$ cat src/rtl/serial_frame_tx.sv
// Serial frame transmitter: start bit, WIDTH data bits LSB first, optional even parity, stop bit.
// Define SERIAL_TX_PARITY_EN to add the even-parity bit between the last data bit and the stop bit.
module serial_frame_tx #(
  parameter int WIDTH    = 8,
  parameter int BAUD_DIV = 4
) (
  input  logic             C,
  input  logic             RN,
  input  logic [WIDTH-1:0] DATA_IN,
  input  logic             VALID_IN,
  output logic             READY_OUT,
  output logic             TX_OUT,
  output logic             BUSY_OUT,
  output logic             DONE_OUT
);

  localparam int BAUD_W = (BAUD_DIV > 1) ? $clog2(BAUD_DIV) : 1;
  localparam int BIT_W  = (WIDTH > 1) ? $clog2(WIDTH) : 1;
  localparam logic [BAUD_W-1:0] BAUD_LAST = BAUD_W'(BAUD_DIV - 1);
  localparam logic [BIT_W-1:0]  BIT_LAST  = BIT_W'(WIDTH - 1);

  typedef enum logic [2:0] {
    S_IDLE,
    S_START,
    S_DATA,
`ifdef SERIAL_TX_PARITY_EN
    S_PARITY,
`endif
    S_STOP
  } state_t;

  state_t            state_q, state_d;
  logic [BAUD_W-1:0] baud_q, baud_d;
  logic [BIT_W-1:0]  bit_q, bit_d;
  logic [WIDTH-1:0]  shift_q, shift_d;
  logic              tx_q, tx_d;
  logic              ready_q, ready_d;
  logic              busy_q, busy_d;
  logic              done_q, done_d;
`ifdef SERIAL_TX_PARITY_EN
  logic              parity_q, parity_d;
`endif

  // Next-state logic. Outputs are decoded from the *next* state so that the
  // registered outputs line up with the state they describe.
  always_comb begin
    // NOTE: every signal gets a default first so no path leaves it unassigned (no latches).
    state_d = state_q;
    baud_d  = baud_q;
    bit_d   = bit_q;
    shift_d = shift_q;
`ifdef SERIAL_TX_PARITY_EN
    parity_d = parity_q;
`endif

    if (state_q == S_IDLE) begin
      if (VALID_IN) begin
        state_d = S_START;
        shift_d = DATA_IN;
        baud_d  = '0;
        bit_d   = '0;
`ifdef SERIAL_TX_PARITY_EN
        parity_d = ^DATA_IN;
`endif
      end
    end else if (baud_q != BAUD_LAST) begin
      baud_d = baud_q + BAUD_W'(1);
    end else begin
      baud_d = '0;
      case (state_q)
        S_START: begin
          state_d = S_DATA;
          bit_d   = '0;
        end
        S_DATA: begin
          shift_d = shift_q >> 1;
          if (bit_q == BIT_LAST) begin
            bit_d = '0;
`ifdef SERIAL_TX_PARITY_EN
            state_d = S_PARITY;
`else
            state_d = S_STOP;
`endif
          end else begin
            bit_d = bit_q + BIT_W'(1);
          end
        end
`ifdef SERIAL_TX_PARITY_EN
        S_PARITY: state_d = S_STOP;
`endif
        S_STOP:   state_d = S_IDLE;
        default:  state_d = S_IDLE;
      endcase
    end

    case (state_d)
      S_START:  tx_d = 1'b0;
      S_DATA:   tx_d = shift_d[0];
`ifdef SERIAL_TX_PARITY_EN
      S_PARITY: tx_d = parity_d;
`endif
      default:  tx_d = 1'b1;
    endcase
    ready_d = (state_d == S_IDLE);
    busy_d  = (state_d != S_IDLE);
    done_d  = (state_d == S_STOP) && (baud_d == BAUD_LAST);
  end

  always_ff @(posedge C) begin
    if (!RN) begin
      state_q  <= S_IDLE;
      baud_q   <= '0;
      bit_q    <= '0;
      shift_q  <= '0;
      tx_q     <= 1'b1;
      ready_q  <= 1'b1;
      busy_q   <= 1'b0;
      done_q   <= 1'b0;
`ifdef SERIAL_TX_PARITY_EN
      parity_q <= 1'b0;
`endif
    end else begin
      // NOTE: sequential state uses non-blocking assignments so all registers update together.
      state_q  <= state_d;
      baud_q   <= baud_d;
      bit_q    <= bit_d;
      shift_q  <= shift_d;
      tx_q     <= tx_d;
      ready_q  <= ready_d;
      busy_q   <= busy_d;
      done_q   <= done_d;
`ifdef SERIAL_TX_PARITY_EN
      parity_q <= parity_d;
`endif
    end
  end

  assign TX_OUT    = tx_q;
  assign READY_OUT = ready_q;
  assign BUSY_OUT  = busy_q;
  assign DONE_OUT  = done_q;

endmodule

$ cat config.mk
export PLATFORM = sky130hd
export DESIGN_NAME = serial_frame_tx
export DESIGN_NICKNAME = d
export VERILOG_FILES = /design/src/rtl/serial_frame_tx.sv
export SDC_FILE = /design/constraint.sdc
export NUM_CORES = 1
export LEC_CHECK = 0
export ABC_AREA = 1
export CORE_MARGIN = 2
export CORE_UTILIZATION = 35
export DETAILED_ROUTE_END_ITERATION = 8
export GPL_ROUTABILITY_DRIVEN = 0
export PLACE_DENSITY = 0.6
export SLEW_MARGIN = 25
export SYNTH_ARGS = -nofsm -noshare
export SYNTH_HDL_FRONTEND = slang
export SYNTH_SLANG_ARGS = --single-unit
$ cat constraint.sdc
create_clock -name C -period 1.7 [get_ports C]
set_input_delay 0.51 -clock C [delete_from_list [all_inputs] [get_ports C]]
set_output_delay 0.51 -clock C [all_outputs]
set_load 0.1 [all_outputs]
==> metrics.txt <==
final cell count without fillers 175; hold slack 474 ps; die width 56.3 um; hpwl dp 1410 um; Antenna Nets Post-Route 0; worst path cell trace ha_1, nand3_1, inv_1, nand2_1, a31oi_1; Die ar. 3170 sq um; Ports 15; worst path bufs/invs 1; Vias 823; initial drt markers 15; clk slew on worst S/H paths 120 ps; CTS H-tree depth 1; Worst-Margin Slew 284 ps; CTS root buf clkbuf_4; synth warn 0; proportion of layout cells with a drive suffix above 1 0.159; cell taking the most area after synthesis dfxtp_1; syn_area_per_cell 7.55 sq um; syn_nets 141; DRT Wirelength 1790 um; latest clock arrival within the worst-skew pair 300 ps; dominant cell by count in the synthesized netlist nand2_1; first-pass GRT wire length 3260 um; Post-synth EDFFs 0; Top FF cell, synth dfxtp_1; Power Density 900 nW/um^2; Placed Cells 171; Hold Violations, Final 0; WL per Instance 10.2 um; Area after DPL 1180 sq um; register area share after synthesis 0.418; synth top area cells dfxtp_1, nand2_1, inv_1; FP Rows 18; CTS Buffer Depth 2; RSZ-0062 raised after global routing no; Max Freq 696 MHz; CP Launch Type register; Setup Buffers After CTS 0; Synth Cell Area 958 sq um; CTS-repair resized insts 0; Core Region 2540 sq um; largest net degree at the start of global routing 13; ant diodes 0; Max stage delay on crit path 410 ps; final setup margin 263 ps; routed vias/inst 4.70; share of the synthesized area in the top cell type 0.418; initial antenna violation count 0; Layout Nets 160; critical path's top delay family flip-flops; Crit. End Element register; Fin Clk Skew 13.7 ps; Die Y-Extent 56.3 um; Global Route Usage Sum 0.128; vias in the first global route 737; drt pass-1 iters 4; Crit path required time 1930 ps; Final Slew Violations 0; Yosys cell types 21; TritonCTS Buffers 3; Worst Path Arrival 1660 ps; total chip power 1.11 mW; area grow syn2layout 28.9%; most frequent cells after synthesis nand2_1, dfxtp_1, inv_1; Tcrit/Tclk final 0.845; crit path max fanout 8; P_leak 0.519 nW; hold buffer count at CTS 0; Place WS -13.6 ps; Post-Syn Instances 127; ys async rst share 0; total congestion overflow 0; clk sink count 20; number of synthesized register bits 20; Setup-failing EPs final 0; worst min path class reg -> reg; Initial Util 0.377; crit path time final 1440 ps; relative slew slack 0.811; status completed; critical path's slowest cell dfxtp_1; port buffer count 14; CTS tree built; Crit Path Category reg -> reg; fin area 1230 sq um; max_cap viols 0; DRC Markers 0; Max VDD drop 0.000575 V
[sequential cells by signal, summed over array words and instances (netlist names)]
name       count
TX_OUT         1
state_q        3
shift_q        8
BUSY_OUT       1
DONE_OUT       1
READY_OUT      1
bit_q          3
baud_q         2
[logic make-up (layout without fill, tap and decap cells)]
| logic type | count (synthesis) | in the layout | synth area share |
|---|---|---|---|
| AOI/OAI and AO/OA | 18 | 18 | 0.114 |
| DFF | 20 | 20 | 0.418 |
| buffers and inverters | 20 | 38 | 0.0848 |
| adders and majority gates | 3 | 3 | 0.0392 |
| and+or+nand+nor | 66 | 66 | 0.345 |
[per-layer routing]
layer | up-vias | share of wire | GRT usage
li1 | 448 | - | -
met1 | 361 | 0.54 | 0.191
met2 | 12 | 0.42 | 0.175
met3 | 2 | 0.029 | 0.0415
met4 | 0 | 0.011 | 0.0306
met5 | - | 0 | 0
[placed cells by master, fill, tap and decap left out, types with 4 or more instances in the layout]
cell	n
a31oi_1	6
nand2_1	37
nand3_1	6
nand4_1	6
inv_1	16
dfxtp_1	20
buf_12	4
a21oi_1	9
nor2_1	6
clkdlybuf4s50_1	10
[through the flow]
stage,setup TNS (ps),util
6_report,0,0.485
5_1_grt,0,0.485
4_1_cts,0,0.485
3_5_place_dp,-38.4,0.465
3_3_place_gp,0,0.465
2_1_floorplan,0,-
[path summary, 6_finish.rpt]
check / from / end / slack [ps] / depth (start not counted)
worst max-delay path: baud_q[0] / shift_q[1] / 260 / 5
worst max register to register: baud_q[0] / shift_q[1] / 260 / 5
worst min register to register: bit_q[2] / bit_q[2] / 470 / 2
worst min-delay path: bit_q[2] / bit_q[2] / 470 / 2
[final cells by class]
| class | count | area (sq um) |
|---|---|---|
| repair buffers | 16 | 195 |
| clock inverters | 1 | 30.0 |
| clock buffers | 3 | 22.5 |
| flip-flops and latches | 20 | 400 |
| multi-input cells | 87 | 477 |
| fillers | 248 | 1310 |
| well taps | 30 | 37.5 |
| inverters | 18 | 72.6 |
[worst register-to-register path: stages, from the launching register on]
cell,delay (ps)
dfxtp_1,410
ha_1,320
nand3_1,140
inv_1,230
nand2_1,90
a31oi_1,170
[where the power goes]
group,internal (mW),total (mW),switching [mW]
Combinational,0.0845,0.212,0.128
Clock,0.238,0.386,0.148
Sequential,0.494,0.513,0.0185
Total,0.817,1.11,0.294
Note: power is estimated with default switching activity, not from simulation.
==> edit (same flow settings) <==
Re-encode `state_t` (4 states) as Gray code, 2 bits wide.
--- a/src/rtl/serial_frame_tx.sv
+++ b/src/rtl/serial_frame_tx.sv
@@ -20,12 +20,12 @@
   localparam logic [BIT_W-1:0]  BIT_LAST  = BIT_W'(WIDTH - 1);
 
-  typedef enum logic [2:0] {
-    S_IDLE,
-    S_START,
-    S_DATA,
+  typedef enum logic [1:0] {
+    S_IDLE  = 2'b00,
+    S_START = 2'b01,
+    S_DATA  = 2'b11,
 `ifdef SERIAL_TX_PARITY_EN
     S_PARITY,
 `endif
-    S_STOP
+    S_STOP  = 2'b10
   } state_t;
 
Behaviour: no difference found for any inputs over 10 cycles, from zero or initial values; not proved beyond that.
==> edit against the unedited design <==
- routed wire length up 28%
- sequential cell count down 1
- critical path type unchanged
- cell area up 7.2%
- synthesized area up 11%
- worst setup slack worse by 38 ps
- power down 1.3%
==> edit: results (changes against the unedited design) <==
Run status
  • Status: completed

Synth
  • Main area contributors after synthesis: dfxtp_1 (36%), nand2_1 (15%), nand3_1 (8.5%), ha_1 (8.2%), inv_1 (7.4%)
  • Post-Synth Adder-Cell Area: 8.23% (+4.3 points)
  • Seq/Total Area, Yosys: 35.7% (-6.1 points)
  • Synth cell count leaders: nand2_1 (43), inv_1 (21), dfxtp_1 (19), nor2_1 (19), nand3_1 (18)
  • Netlist cell types: 18 (-14%)
  • Ys async rst share: 0% (unchanged)
  • Mean Syn Cell Area: 6.78 µm² (-10%)
  • XOR/XNOR Fraction of Synth Area: 0% (unchanged)
  • Compound-cell area share of the yosys netlist: 7.87% (-3.5 points)
  • Post-Syn Nets: 175 (+24%)

Global routing
  • GRT Total Usage: 15.0% (+2.2 points)
  • First-pass GRT wire length: 3950 µm (+21%)
  • Pin count of the biggest net entering global routing: 14 (+1)
  • Vias in the first global route: 925 (+26%)

Worst hold path
  • Worst Hold Depth: 2 (unchanged)

Detailed routing
  • Via Count: 975 (+18%)
  • WL met3: 139 µm (+170%)
  • Met2 Routed Length: 1070 µm (+41%)
  • Vias per cell: 4.67 (-0.80%)
  • WL final: 2300 µm (+28%)
  • 1st-pass router iterations: 4 (unchanged)
  • Iter 0 DRT Violations: 52 (+37)
  • Highest routed layer: met4
  • Post-Route M1 WL: 1070 µm (+11%)

Critical path
  • Reg2Reg Launch Point: state_q[0]$_SDFF_PN0_
  • CP peak stage delay: 340 ps (-70 ps)
  • R2r setup slk: 220 ps (-40 ps)
  • R2R depth: 7 (+2)
  • Slowest-stage cell, CP: dfxtp_1
  • Worst Path Arrival: 1720 ps (+60 ps)
  • Critical path capture point: shift_q[5]$_SDFFE_PN0P_
  • Top delay family on crit path: buffers and inverters

Clocking
  • Worst-case clock buffer depth: 2 (unchanged)

Cells and area
  • Largest regs: shift_q (8), bit_q (3)
  • Fill cells: 311 (+25%)
  • Nets: 195 (+22%)
  • Share of layout cells above drive strength 1: 15.3% (-0.52 points)

Power
  • Leak: 0.618 nW (+19%)
  • Peak VDD IR: 0.502 mV (-13%)

Placement
  • Placed cells: 205 (+20%)
  • Post-DP Area: 1290 µm² (+9.4%)
  • DP Worst Slack: -30.0 ps (-16.4 ps)
  • Final HPWL DP: 1740 µm (+23%)

STA
  • Tmin final: 1480 ps (+38.2 ps)
  • Least-Margin Pin Slew: 303 ps (+19.1 ps)
  • Clock Skew: 3.00 ps (-10.7 ps)
-- edit: what timing repair did --
action	CTS	global route
setup endpoints to repair	0	9
setup buffers	0	0
resized for setup	0	1
hold endpoints to repair	0	0
-- edit: per-layer routing --
layer,vias to the layer above,track usage (%)
met4,0,4.87
met3,2,4.59
met2,27,24.8
met1,425,18.6
met5,-,0
li1,521,-
-- edit: worst min-delay path, stage by stage, from the launching register on --
cell     delay (ps)
dfxtp_1         330
nand2_1          60
a21oi_1          50
-- edit: per-stage QoR --
stage	hold slack [ps]	TNS, ps
final	476	0
after global routing	503	0
after CTS	480	0
after detailed placement	458	-113
after global placement	455	-10.5
after floorplan	443	0
-- edit: layout make-up --
cell class | instances | area (µm²) | area share [%]
repair buffers | 20 | 225 | 17.0
inverters | 23 | 86.3 | 6.52
flip-flops and latches | 19 | 380 | 28.7
clock buffers | 3 | 22.5 | 1.70
well taps | 33 | 41.3 | 3.12
clock inverters | 1 | 5.00 | 0.378
multi-input cells | 110 | 563 | 42.5
-- edit: cell families (layout without fill, tap and decap cells) --
group,count (synthesis),in the layout
adder cells (fa/ha/maj),7,7
flip-flops,19,19
buffers and inverters,28,47
AND/OR/NAND/NOR,88,88
AO/OA/AOI/OAI,15,15
-- edit: worst min-delay path by stage --
| stage | startpoint | to | slack (ps) |
|---|---|---|---|
| after detailed placement | shift_q[7]$_SDFFE_PN0P_ | shift_q[7]$_SDFFE_PN0P_ | 460 |
| after floorplan | bit_q[1]$_SDFFE_PN0P_ | bit_q[1]$_SDFFE_PN0P_ | 440 |
| final | bit_q[1]$_SDFFE_PN0P_ | bit_q[1]$_SDFFE_PN0P_ | 480 |
| after global routing | bit_q[1]$_SDFFE_PN0P_ | bit_q[1]$_SDFFE_PN0P_ | 500 |
| after CTS | shift_q[7]$_SDFFE_PN0P_ | shift_q[7]$_SDFFE_PN0P_ | 480 |
| after global placement | bit_q[1]$_SDFFE_PN0P_ | bit_q[1]$_SDFFE_PN0P_ | 460 |
-- edit: where the power goes --
part,leakage [nW],internal [mW],switching (mW)
Sequential,0.156,0.489,0.0261
Clock,0.0177,0.0878,0.148
Combinational,0.444,0.135,0.211
Total,0.618,0.711,0.385
